==> src/rtl/reset_seq_pkg.sv <==
// Shared types and width helpers for the reset sequencer.
package reset_seq_pkg;

  typedef enum logic [2:0] {
    S_WAIT_LOCK,
    S_FILTER,
    S_DELAY,
    S_WAIT_READY,
    S_RUN,
    S_FAULT
  } seq_state_e;

  function automatic int max3(input int a, input int b, input int c);
    int m;
    m = (a > b) ? a : b;
    return (m > c) ? m : c;
  endfunction

  // +1 so the largest terminal value fits with headroom; counter never wraps
  function automatic int cnt_width(input int a, input int b, input int c);
    return $clog2(max3(a, b, c) + 1);
  endfunction

  function automatic int idx_width(input int n);
    return (n > 1) ? $clog2(n) : 1;
  endfunction

endpackage

==> src/rtl/seq_timer.sv <==
// Loadable up-counter with clear and terminal-count compare, shared by all timed states.
module seq_timer #(
  parameter int CW = 9
) (
  input  logic          clk,
  input  logic          rst,
  input  logic          clr,
  input  logic          load,
  input  logic [CW-1:0] load_val,
  input  logic          inc,
  input  logic [CW-1:0] term,
  output logic [CW-1:0] cnt,
  output logic          tc
);

  always_ff @(posedge clk) begin
    if (rst || clr)      cnt <= '0;
    else if (load)       cnt <= load_val;
    else if (inc && !tc) cnt <= cnt + 1'b1;
  end

  assign tc = (cnt == term);

endmodule

==> src/rtl/reset_sequencer.sv <==
// Releases subsystem resets one at a time after lock is stable, then monitors readiness.
module reset_sequencer
  import reset_seq_pkg::*;
#(
  parameter int NUM_STAGES    = 3,
  parameter int LOCK_CYCLES   = 8,
  parameter int STAGE_DELAY   = 16,
  parameter int READY_TIMEOUT = 256,
  localparam int IW = idx_width(NUM_STAGES)
) (
  input  logic                  clk,
  input  logic                  rst,
  input  logic                  lock,
  input  logic [NUM_STAGES-1:0] stage_ready,
  output logic [NUM_STAGES-1:0] stage_rst,
  output logic                  all_ready,
  output logic                  fault,
  output logic [IW-1:0]         fault_stage
);

  localparam int CW = cnt_width(LOCK_CYCLES, STAGE_DELAY, READY_TIMEOUT);
  localparam logic [CW-1:0] T_LOCK  = CW'(LOCK_CYCLES - 1);
  localparam logic [CW-1:0] T_DELAY = CW'(STAGE_DELAY - 1);
  localparam logic [CW-1:0] T_READY = CW'(READY_TIMEOUT - 1);
  localparam logic [IW-1:0] LAST    = IW'(NUM_STAGES - 1);

  seq_state_e            state, state_nxt;
  logic [IW-1:0]         idx, idx_nxt;
  logic [NUM_STAGES-1:0] srst_nxt;
  logic                  ar_nxt, f_nxt;
  logic [IW-1:0]         fs_nxt, low_idx;
  logic                  t_clr, t_inc, tc;
  logic [CW-1:0]         cnt, term;

  always_comb begin
    case (state)
      S_FILTER: term = T_LOCK;
      S_DELAY:  term = T_DELAY;
      default:  term = T_READY;
    endcase
  end

  seq_timer #(.CW(CW)) u_timer (
    .clk      (clk),
    .rst      (rst),
    .clr      (t_clr),
    .load     (1'b0),
    .load_val ('0),
    .inc      (t_inc),
    .term     (term),
    .cnt      (cnt),
    .tc       (tc)
  );

  // Lowest stage whose ready is low; only meaningful in RUN
  always_comb begin
    low_idx = '0;
    for (int i = NUM_STAGES - 1; i >= 0; i--)
      if (!stage_ready[i]) low_idx = IW'(i);
  end

  always_comb begin
    state_nxt = state;
    idx_nxt   = idx;
    srst_nxt  = stage_rst;
    ar_nxt    = all_ready;
    f_nxt     = fault;
    fs_nxt    = fault_stage;
    t_clr     = 1'b0;
    t_inc     = 1'b0;
    case (state)
      S_WAIT_LOCK: begin
        idx_nxt  = '0;
        srst_nxt = '1;
        ar_nxt   = 1'b0;
        t_clr    = 1'b1;
        if (lock) state_nxt = S_FILTER;
      end
      S_FILTER: begin
        if (!lock) begin
          state_nxt = S_WAIT_LOCK;
          t_clr     = 1'b1;
        end else if (tc) begin
          state_nxt = S_DELAY;
          t_clr     = 1'b1;
        end else t_inc = 1'b1;
      end
      S_DELAY: begin
        if (!lock) begin
          state_nxt = S_WAIT_LOCK;
          srst_nxt  = '1;
          ar_nxt    = 1'b0;
          idx_nxt   = '0;
          t_clr     = 1'b1;
        end else if (tc) begin
          srst_nxt[idx] = 1'b0;
          state_nxt     = S_WAIT_READY;
          t_clr         = 1'b1;
        end else t_inc = 1'b1;
      end
      S_WAIT_READY: begin
        // ready wins over timeout on the same cycle
        if (!lock) begin
          state_nxt = S_WAIT_LOCK;
          srst_nxt  = '1;
          ar_nxt    = 1'b0;
          idx_nxt   = '0;
          t_clr     = 1'b1;
        end else if (stage_ready[idx]) begin
          t_clr = 1'b1;
          if (idx == LAST) begin
            state_nxt = S_RUN;
            ar_nxt    = 1'b1;
          end else begin
            idx_nxt   = idx + 1'b1;
            state_nxt = S_DELAY;
          end
        end else if (tc) begin
          state_nxt = S_FAULT;
          srst_nxt  = '1;
          ar_nxt    = 1'b0;
          f_nxt     = 1'b1;
          fs_nxt    = idx;
          t_clr     = 1'b1;
        end else t_inc = 1'b1;
      end
      S_RUN: begin
        if (!lock) begin
          state_nxt = S_WAIT_LOCK;
          srst_nxt  = '1;
          ar_nxt    = 1'b0;
          idx_nxt   = '0;
          t_clr     = 1'b1;
        end else if (!(&stage_ready)) begin
          state_nxt = S_FAULT;
          srst_nxt  = '1;
          ar_nxt    = 1'b0;
          f_nxt     = 1'b1;
          fs_nxt    = low_idx;
        end
      end
      S_FAULT: begin
        srst_nxt = '1;
        ar_nxt   = 1'b0;
        f_nxt    = 1'b1;
        t_clr    = 1'b1;
      end
      default: begin
        state_nxt = S_WAIT_LOCK;
        srst_nxt  = '1;
        ar_nxt    = 1'b0;
        t_clr     = 1'b1;
      end
    endcase
  end

  always_ff @(posedge clk) begin
    if (rst) begin
      state       <= S_WAIT_LOCK;
      idx         <= '0;
      stage_rst   <= '1;
      all_ready   <= 1'b0;
      fault       <= 1'b0;
      fault_stage <= '0;
    end else begin
      state       <= state_nxt;
      idx         <= idx_nxt;
      stage_rst   <= srst_nxt;
      all_ready   <= ar_nxt;
      fault       <= f_nxt;
      fault_stage <= fs_nxt;
    end
  end

endmodule

==> config.mk <==
export PLATFORM = sky130hd
export DESIGN_NAME = reset_sequencer
export DESIGN_NICKNAME = d
export VERILOG_FILES = /design/src/rtl/reset_seq_pkg.sv /design/src/rtl/seq_timer.sv /design/src/rtl/reset_sequencer.sv
export SDC_FILE = /design/constraint.sdc
export NUM_CORES = 1
export LEC_CHECK = 0
export BUFFER_PORTS_ARGS = -buffer_cell sky130_fd_sc_hd__clkbuf_2
export CAP_MARGIN = 20
export CORE_UTILIZATION = 45
export CTS_BUF_LIST = sky130_fd_sc_hd__clkbuf_4
export DETAILED_ROUTE_END_ITERATION = 6
export PLACE_DENSITY = 0.63
export SYNTH_ARGS = -nofsm -noshare
export SYNTH_HDL_FRONTEND = slang
export SYNTH_SLANG_ARGS = --single-unit
==> constraint.sdc <==
create_clock -name clk -period 3.2 [get_ports clk]
set_clock_uncertainty 0.05 [all_clocks]
set_input_delay 0.32 -clock clk [delete_from_list [all_inputs] [get_ports clk]]
set_output_delay 0.32 -clock clk [all_outputs]
set_load 0.02 [all_outputs]
# After elaboration in Yosys (flattened, before gate mapping)
# Index checks and enable logic that the tools add are counted.
# word_totals
register_bits	21
in_bits	6
output_inout_bits	7
elab_cells	120
# op_classes
n_addsub	2
order_cmp	2
n_eq_ne	24
mux	64
bitwise_logic	4
n_reduce_logical	17
# ops
cell	count
3-bit two-way mux	18
2-bit two-way mux	12
1-bit two-way mux	23
3-bit case mux with 6 select lines	1
6-bit AND reduction	3
8-bit case mux with 2 select lines	1
2-bit != test, second input constant	7
3-bit != test, second input constant	4
3-bit case mux with 4 select lines	1
5-bit AND reduction	2
9-bit by 1-bit adder with 9-bit output, second input constant	1
9-bit by 8-bit == test with 1-bit output	1
3-bit by 2-bit != test with 1-bit output, second input constant	3
3-bit by 2-bit == test with 1-bit output, second input constant	2
3-bit == test, second input constant	2
1-bit case mux with 3 select lines	2
2-bit case mux with 3 select lines	1
3-bit nonzero test	2
4-bit by 3-bit != test with 1-bit output, second input constant	1
4-bit != test, second input constant	1
1-bit case mux with 4 select lines	1
2-bit case mux with 2 select lines	1
4-bit AND reduction	1
2-bit OR reduction	2
18 further kinds	20

# Depth between registers and ports, before layout
# depth
word_depth	9
ltp_mapped	7
ltp_nobuf	7

# Cells and area by module
# A second synthesis with hierarchy kept.
# unflattened
cells_unflattened	188
hier_area_um2	1575.3
# modules_own_cells
module	instances	cells_per_inst	area_per_inst_um2
reset_sequencer	1	115	914.6
seq_timer	1	73	660.6

# Worst setup path after synthesis
# No wires, ideal clock.
# synth_timing
path_type	flip-flop to flip-flop
start	register u_timer.cnt[4]
end	register state[1]
setup_ns	0.117
arrival_time_ns	2.064
required_ns	3.033
path_slack_ns	0.968
path_stages_with_launch	7
period_less_slack_ns	2.232
cell_sequence	dfxtp_1 > or4_4 > or3_4 > o32ai_4 > o41a_4 > o21bai_1 > a32o_1
# synth_via
elab_chain_cells	3
elab_cells_between_ends	5
# synth_lines
item	line_no	source
start, declared	seq_timer.sv:12	output logic [CW-1:0] cnt,
start signal, assigned	seq_timer.sv:18	else if (load) cnt <= load_val;
start signal, assigned	seq_timer.sv:19	else if (inc && !tc) cnt <= cnt + 1'b1;
9-bit by 8-bit == test with 1-bit output *	seq_timer.sv:22	assign tc = (cnt == term);
4-bit by 3-bit != test with 1-bit output (no source line) or 3-bit by 2-bit != test with 1-bit output (tied branches)	-	
6-bit AND reduction (no source line) *	-	
end signal, assigned	reset_sequencer.sv:166	state <= state_nxt;
end, declared	reset_sequencer.sv:27	seq_state_e state, state_nxt;
# Every way passes the cells marked *; elsewhere a longest branch is shown, timed or not.
# A chain may end at the register's enable or synchronous reset.

# Final worst setup path
# layout_timing
start	register idx[0]
end	register u_timer.cnt[5]
# layout_via
elab_chain_cells	6
elab_cells_between_ends	10
# layout_lines
item	line_no	source
start, declared	reset_sequencer.sv:28	logic [IW-1:0] idx, idx_nxt;
start signal, assigned	reset_sequencer.sv:167	idx <= idx_nxt;
1-bit binary-select mux with 2-bit select *	reset_sequencer.sv:109	end else if (stage_ready[idx]) begin
1-bit two-way mux (not written as such) *	reset_sequencer.sv:109	
1-bit two-way mux	reset_sequencer.sv:109	
1-bit two-way mux	reset_sequencer.sv:103	if (!lock) begin
1-bit case mux with 3 select lines or 1-bit case mux with 2 select lines (tied branches)	reset_sequencer.sv:71	case (state)
1-bit logical OR or 1-bit logical AND (tied branches)	seq_timer.sv:17, seq_timer.sv:19	
# Every way passes the cells marked *; elsewhere a longest branch is shown, timed or not. The select of a mux whose other input is x is not followed.

==> flow_metrics.env <==
export IMPL_wl_met1_um=1470
export IMPL_synth_fp_nets=170
export IMPL_post_cts_resized=0
export IMPL_synth_seq_cells=21
export IMPL_cap_violations=0
export IMPL_track_usage_pct=21.1
export IMPL_worstMarginPinSlew_ns=0.799
export IMPL_fin_ws_ns=0.517
export IMPL_path_class="flop to flop"
export IMPL_worst_hold_path_type="input pin to flop"
export IMPL_antenna_found_initial=0
export IMPL_cts_setup_buffers=0
export IMPL_dp_slack_ns=0.619
export IMPL_violations="design-rule violations"
export IMPL_crit_fanout=11
export IMPL_area_growth_pct=5.36
export IMPL_drt_vias_per_instance=6.15
export IMPL_hpwlAfterDp_um=2220
export IMPL_via_count=1242
export IMPL_worst_skew_pair_late_latency_ns=0.31
export IMPL_end_kind="flop"
export IMPL_overflow=0
export IMPL_num_antenna_cells=0
export IMPL_worstPathRequired_ns=3.35
export IMPL_pwr_density_cell_nw_per_um2=373
export IMPL_dr_wl_met3_um=190
export IMPL_cts_max_level=1
export IMPL_cts_tree="done"
export IMPL_wirelength_um=3030
export IMPL_ant_nets=0
export IMPL_vdd_drop_max_mv=0.160
export IMPL_firstDrtPassIters=7
export IMPL_pin_count=13
export IMPL_die_height_um=57.3
export IMPL_highest_layer="met4"
export IMPL_die_width_um=57.3
export IMPL_p_leak_uw=0.000526
export IMPL_worstSetupStartpointType="flop"
export IMPL_coreArea_um2=2830
export IMPL_drt_iter0_drc=76
export IMPL_start_util_pct=48.7
export IMPL_wl_per_cell_um=15.0
export IMPL_cts_hold_buf=0
export IMPL_seq_area_frac_synth_pct=30.5
export IMPL_period_minus_slack_ns=2.68
export IMPL_yosysWarnings=0
export IMPL_final_common_cell="dfxtp_1"
export IMPL_grt_pass1_vias=1194
export IMPL_fin_setup_tns_ns=0
export IMPL_layout_cells_most_common_list="dfxtp_1, nor2_1, nand2_1, clkbuf_2"
export IMPL_grt_max_degree=15
export IMPL_wl_met2_um=1330
export IMPL_slew_viol_final=0
export IMPL_synthFlopType="dfxtp_1"
export IMPL_netlist_area_um2=1380
export IMPL_status="complete, but fails checks"
export IMPL_rsz0062_at_grt="false"
export IMPL_avgSynthCellArea_um2=8.61
export IMPL_clockBufferDepth=2
export IMPL_ys_async_sr_fraction_pct=0
export IMPL_synth_edff_count=0
export IMPL_io_buffers=12
export IMPL_worstPathArrival_ns=2.84
export IMPL_synth_cell_types=47
export IMPL_place_congestion=0.905
export IMPL_maxSlewHeadroom_pct=45.2
export IMPL_root_buffer="clkbuf_4"
export IMPL_row_count=19
export IMPL_finalHoldViolCount=0
export IMPL_grt_pass1_wl_um=5420
export IMPL_cts_sinks=21
export IMPL_drc=2
export IMPL_drive_above_1_share_pct=19.9
export IMPL_die_area_um2=3290
export IMPL_fmax_mhz=373
export IMPL_path_clk_slew_ns=0.13
export IMPL_post_route_period_util_pct=83.8
export IMPL_final_nets=182
export IMPL_syn_instance_count=160
export IMPL_numCtsBuffers=3
export IMPL_setup_viol=0
synth_stat cells (all sizes together), types with 2 or more instances:
cell	n	area, um2
o21bai	3	22.5
nor4	5	31.3
nand2	12	45.0
a21oi	8	40.0
nor2b	2	12.5
clkbuf	4	45.0
mux2i	2	20.0
a21bo	4	40.0
a32o	2	20.0
nand4	2	12.5
o21ai	6	33.8
a221oi	2	17.5
inv	8	30.0
nor3	6	30.0
or3	2	17.5
nand3	6	30.0
nor3b	3	27.5
buf	2	15.0
nor2	20	75.1
o31ai	3	22.5
and3	2	12.5
dfxtp	21	420
xnor2	8	70.1
mux2	2	22.5
or2	2	12.5
ha	4	50.1
nand3b	3	22.5
path summary, 6_finish.rpt:
kind / startpoint / endpoint / slack, ns / cells past startpoint
worst max-delay path: idx[0]$_SDFFE_PP0P_ / u_timer.cnt[5]$_SDFFE_PP0P_ / 0.52 / 6
worst min-delay path: rst / state[0]$_SDFFE_PP0P_ / 0.28 / 2
worst min register to register: fault_stage[1]$_SDFFE_PP0P_ / fault_stage[1]$_SDFFE_PP0P_ / 0.43 / 2
worst max register to register: idx[0]$_SDFFE_PP0P_ / u_timer.cnt[5]$_SDFFE_PP0P_ / 0.52 / 6
per-stage QoR:
step / instance area (um2) / hold WS (ns) / instances / util [%] / total power, uW
final: 1450 / 0.283 / 202 / 51.3 / 541
after global routing: 1450 / 0.293 / 202 / 51.3 / 571
after CTS: 1450 / 0.273 / 202 / 51.3 / 542
after detailed placement: 1420 / 0.408 / 198 / 50.3 / 409
after global placement: 1420 / 0.400 / 198 / 50.3 / 408
after floorplan: 1380 / 0.421 / 160 / - / 392
flip-flops by register name, summed over array words and instances, names as in the netlist:
name and cells:
u_timer.cnt 9, stage_rst 3, state 3, fault_stage 2, idx 2, all_ready 1
fault 1
metal layers:
metal,vias to the layer above,track usage (%)
li1,610,-
met3,5,2.27
met1,577,29.0
met4,0,9.41
met5,-,0
met2,50,33.6
cells by family (layout without fill, tap and decap cells):
logic type,Yosys count,after routing,synth area share (%)
and+or+nand+nor,70,70,27.4
adders and majority gates,5,5,4.36
AOI/OAI and AO/OA,38,38,23.0
DFF,21,21,30.5
muxes,4,4,3.09
buffers and inverters,14,25,6.54
xor gates and xnor gates,8,8,5.09
layout make-up:
cell class,count,area (um2)
Clock buffer,3,22.5
Clock inverter,1,5.00
Fill cell,270,1380
Inverter,8,30.0
Multi-Input combinational cell,125,867
Sequential cell,21,420
Tap cell,31,38.8
Timing Repair Buffer,13,67.6
report_power, final:
group / total (uW) / leakage [uW] / internal, uW / switching (uW)
logic: 121 / 0.000338 / 49.8 / 71.5
clock network: 134 / 0.0000177 / 46.8 / 87.2
registers: 286 / 0.000170 / 270 / 16.0
total: 541 / 0.000526 / 366 / 175
critical path, stage by stage, from the launching register on:
cell      delay, ns
dfxtp_1        0.44
mux2_2         0.35
mux2i_1        0.64
o211ai_1       0.42
nor4_1         0.45
xnor2_1        0.17
nor2_1         0.05
No activity file was read; power rests on OpenSTA's default activity.
